==> src/rtl/bootram_cpu_bridge.sv <==
// picorv32 native bus to 2Kx8 boot RAM bridge.
// Word accesses are serialised into four byte-lane RAM slots.
module bootram_cpu_bridge #(
  parameter int RAM_AW = 11
) (
  input  logic              clk,
  input  logic              reset,
  input  logic              mem_valid,
  output logic              mem_ready,
  input  logic [31:0]       mem_addr,
  input  logic [31:0]       mem_wdata,
  input  logic [3:0]        mem_wstrb,
  output logic [31:0]       mem_rdata,
  output logic [RAM_AW-1:0] ram_ad,
  output logic [7:0]        ram_din,
  input  logic [7:0]        ram_dout,
  output logic              ram_ce,
  output logic              ram_wre,
  output logic              ram_oce,
  output logic              ram_reset
);

  typedef enum logic [1:0] {
    IDLE,
    RD,
    WR,
    ACK
  } state_t;

  state_t state;
  state_t state_nx;

  logic [2:0]        phase;
  logic [RAM_AW-3:0] word_addr;
  logic [31:0]       wdata;
  logic [3:0]        wstrb;
  logic [31:0]       rdata;
  logic [1:0]        lane;

  wire unused_addr = ^{mem_addr[31:RAM_AW], mem_addr[1:0]};

  // Read data lags the address by one slot, so phase N fills lane N-1.
  assign lane = phase[1:0] - 2'd1;

  always_ff @(posedge clk) begin
    if (reset) state <= IDLE;
    else       state <= state_nx;
  end

  always_comb begin
    state_nx = state;
    unique case (state)
      IDLE: begin
        if (mem_valid)
          state_nx = (mem_wstrb == 4'b0000) ? RD : WR;
      end
      RD:      if (phase == 3'd4) state_nx = ACK;
      WR:      if (phase == 3'd3) state_nx = ACK;
      ACK:     state_nx = IDLE;
      default: state_nx = IDLE;
    endcase
  end

  always_ff @(posedge clk) begin
    if (reset) begin
      phase     <= '0;
      word_addr <= '0;
      wdata     <= '0;
      wstrb     <= '0;
      rdata     <= '0;
    end else begin
      unique case (state)
        IDLE: begin
          if (mem_valid) begin
            word_addr <= mem_addr[RAM_AW-1:2];
            wdata     <= mem_wdata;
            wstrb     <= mem_wstrb;
            phase     <= '0;
          end
        end
        RD: begin
          phase <= phase + 3'd1;
          if (phase != 3'd0)
            rdata[{lane, 3'b000} +: 8] <= ram_dout;
        end
        WR:      phase <= phase + 3'd1;
        default: ;
      endcase
    end
  end

  always_comb begin
    mem_ready = 1'b0;
    ram_ce    = 1'b0;
    ram_wre   = 1'b0;
    ram_ad    = '0;
    ram_din   = '0;
    unique case (state)
      RD: begin
        if (phase <= 3'd3) begin
          ram_ce = 1'b1;
          ram_ad = {word_addr, phase[1:0]};
        end
      end
      WR: begin
        if (wstrb[phase[1:0]]) begin
          ram_ce  = 1'b1;
          ram_wre = 1'b1;
          ram_ad  = {word_addr, phase[1:0]};
          ram_din = wdata[{phase[1:0], 3'b000} +: 8];
        end
      end
      ACK:     mem_ready = 1'b1;
      default: ;
    endcase
  end

  assign mem_rdata = rdata;
  assign ram_oce   = 1'b1;
  assign ram_reset = reset;

endmodule

==> config.mk <==
export PLATFORM = sky130hd
export DESIGN_NAME = bootram_cpu_bridge
export DESIGN_NICKNAME = d
export VERILOG_FILES = /design/src/rtl/bootram_cpu_bridge.sv
export SDC_FILE = /design/constraint.sdc
export NUM_CORES = 1
export LEC_CHECK = 0
export ABC_AREA = 1
export ABC_CLOCK_PERIOD_IN_PS = 2800
export CAP_MARGIN = 20
export CORE_MARGIN = 2
export CORE_UTILIZATION = 45
export DETAILED_ROUTE_END_ITERATION = 8
export GPL_TIMING_DRIVEN = 0
export PLACE_DENSITY = 0.79
export SYNTH_ARGS = -nofsm -noshare
export SYNTH_HDL_FRONTEND = slang
export SYNTH_SLANG_ARGS = --single-unit
==> constraint.sdc <==
create_clock -name clk -period 2.8 [get_ports clk]
set_input_delay 0.28 -clock clk [delete_from_list [all_inputs] [get_ports clk]]
set_output_delay 0.28 -clock clk [all_outputs]
set_load 0.02 [all_outputs]
==> results.md <==
- Vias in the first global route: between 3000 and 4000
- Worst setup path endpoint: ram_din[3]
- Hold Vio Cnt, Final: 0
- Share of layout cells above drive strength 1: 0.0901
- First-pass GRT wire length: 15.4 mm
- Commonest cells post-synth: nor2_1 (113), dfxtp_1 (82), nand2_1 (70)
- Antenna violations before repair: 0
- Gr ovfl total: 0
- Number of cells on the worst reg-to-reg path: 9
- Endpoints failing setup: 0
- Total core area: 8180 um2
- Gate count after technology mapping: 541
- Dpl hpwl: between 7 and 8 mm
- Number of detailed-route iterations in the first pass: 6
- Post-Syn Nets: 631
- Max Fclk: 379 MHz
- Sink Count: 82
- Area Growth Syn to Fin: 36.7%
- Die ar.: approximately 9200 um2
- Num CTS Buffers: 9
- Via density: ~5
- CTS root buf: clkbuf_8
- Post-route minimum period: 2.64 ns
- Post-CTS setup buffers: 0
- CP Launch Point: state[0]
- Worst EP required: ~2.5 ns
- Height of the die: 95.8 um
- CP Max Fanout: 9
- Fin util: 0.635
- Unrepaired setup endpoints after global routing: no
- Critical path class: flip-flop to output port
- Synthesis Warnings: 0
- IO buf count: 109
- GRT Resource Usage Total: 0.215
- Setup crit start kind: flip-flop
- Rows: 33
- FF-to-FF setup slack: 1.04 ns
- First-iteration detailed-routing DRC count: around 250
- Vias: roughly 3900
- Clock transition at path regs: about 0.08 ns
- Post-synth EDFFs: 0
- Critical R2R Launch: phase[0]
- Slew headroom: 0.659
- Status: completed
- Max Slew Vio Count: 0
- Clock buffer depth: 2
- Clk_skew: 0.00347 ns
- Setup TNS: 0 ns
- Primary FF master, synth: dfxtp_1
- R2R Path End: mem_rdata[22]
- Largest net degree at the start of global routing: 14
- Asr flop ratio synth: 0
- Synthesized area per cell: 7.01 um2
- Period utilization: 0.942
- I/O pin count: about 140
- CTS tree: done
- Number of max-cap violations: 0
- Post-synth top area share: 0.433
- Sequential fraction of the synthesis area: 0.433
- Nets: 751
- Routed Antenna Nets: 0
- Yosys cell types: 27
- Die width: 95.8 um
- # DRC: 0
- PwrDens: 667 nW/um2
- Routability-driven placement congestion ratio: 0.843
- Arrival time at the worst endpoint: 2.36 ns
- Most frequent cell after synthesis: nor2_1
- Crit end category: output port
- WL final: just under 10 mm
- Initial Util: 0.464
- Post-synth top area cell: dfxtp_1
- Hold Path Class: primary input to flip-flop
- Leakage: 2.15 nW
- Actual slew at the worst max-slew pin: 0.511 ns
- Largest cells by area after synthesis: dfxtp_1 (43%), nor2_1 (11%), o21ai_0 (7.3%), nand2_1 (6.9%), a21oi_1 (5.4%)
- Diode count: 0
- Routed wire per std cell: between 10 and 15 um
- H-tree depth: 3
- Max VDD drop: 283 uV
- Synthesized area: approximately 3800 um2
- Synthesized flop and latch total: 82
- Worst skew pair latency: 0.35 ns
==> worst min path at each step <==
stage,from,end,cells after the start
after floorplan,ram_dout[0],mem_rdata[0],2
after global placement,word_addr[3],word_addr[3],2
after detailed placement,word_addr[3],word_addr[3],2
after CTS,reset,mem_rdata[30],2
after global routing,reset,mem_rdata[30],2
final,reset,mem_rdata[30],2
==> layout make-up <==
cell class	instances	area, um2
fill	746	2990
multi-input combinational	372	1780
sequential	82	1640
timing repair buffer	109	1100
inverter	57	216
buffer	30	158
clock buffer	11	131
tap	105	131
clock inverter	5	31.3
==> flip-flops by register name (all words and copies together) (netlist names) <==
register,count
mem_rdata,32
wdata,32
word_addr,9
wstrb,4
phase,3
state,2
==> per-stage QoR <==
step	instances	worst slack [ns]	area (um2)	hold slack (ns)	power, mW
finish	771	0.162	5190	0.233	3.46
global route	771	0.00252	5190	0.256	3.70
CTS	771	0.0711	5180	0.229	3.47
detailed placement	755	0.378	5020	0.448	2.75
global placement	755	0.424	5020	0.437	2.71
floorplan	541	1.03	3790	0.425	2.36
==> routing by layer <==
layer / global-route usage / share of wire / vias to the layer above
li1: - / - / 1974
met1: 0.273 / 0.44 / 1734
met2: 0.375 / 0.48 / 153
met3: 0.0298 / 0.069 / 12
met4: 0.0690 / 0.012 / 0
met5: 0 / 0 / -
==> report_power, final <==
| part | switching, mW | internal, mW | leakage (nW) |
|---|---|---|---|
| sequential | 0.107 | 1.37 | 0.672 |
| combinational | 0.786 | 0.477 | 1.40 |
| clock | 0.405 | 0.319 | 0.0831 |
| total | 1.30 | 2.16 | 2.15 |
==> worst max-delay path: stages (launching register included) <==
cell,delay [ns]
dfxtp_1,0.34
inv_1,0.12
ha_1,0.21
nand2_1,0.06
nand3b_1,0.19
nand2_1,0.30
nand2_1,0.12
inv_1,0.07
clkdlybuf4s50_1,0.60
==> placed cells by master (no fill, tap or decap), types with 15 or more instances in the layout <==
cell,count
nor2_1,113
clkdlybuf4s50_1,107
dfxtp_1,80
nand2_1,70
o21ai_0,55
inv_1,46
a21oi_1,41
nand3_1,23
clkbuf_1,16
o21ai_1,15
==> repair_timing <==
action	4_1_cts	5_1_grt
hold buffers	0	0
endpoints found under the setup margin	1	9
gates resized for setup	1	3
==> cell families (layout without fill, tap and decap cells) <==
kind of cell / after synthesis / in the layout / share of synthesized area
other: 1 / 1 / 0.000988
flip-flops: 82 / 82 / 0.433
AND/OR/NAND/NOR: 233 / 233 / 0.259
AO/OA/AOI/OAI: 127 / 127 / 0.173
adder cells (fa/ha/maj): 11 / 11 / 0.0363
buffers and inverters: 87 / 212 / 0.0986
(Power assumes the default switching activity.)
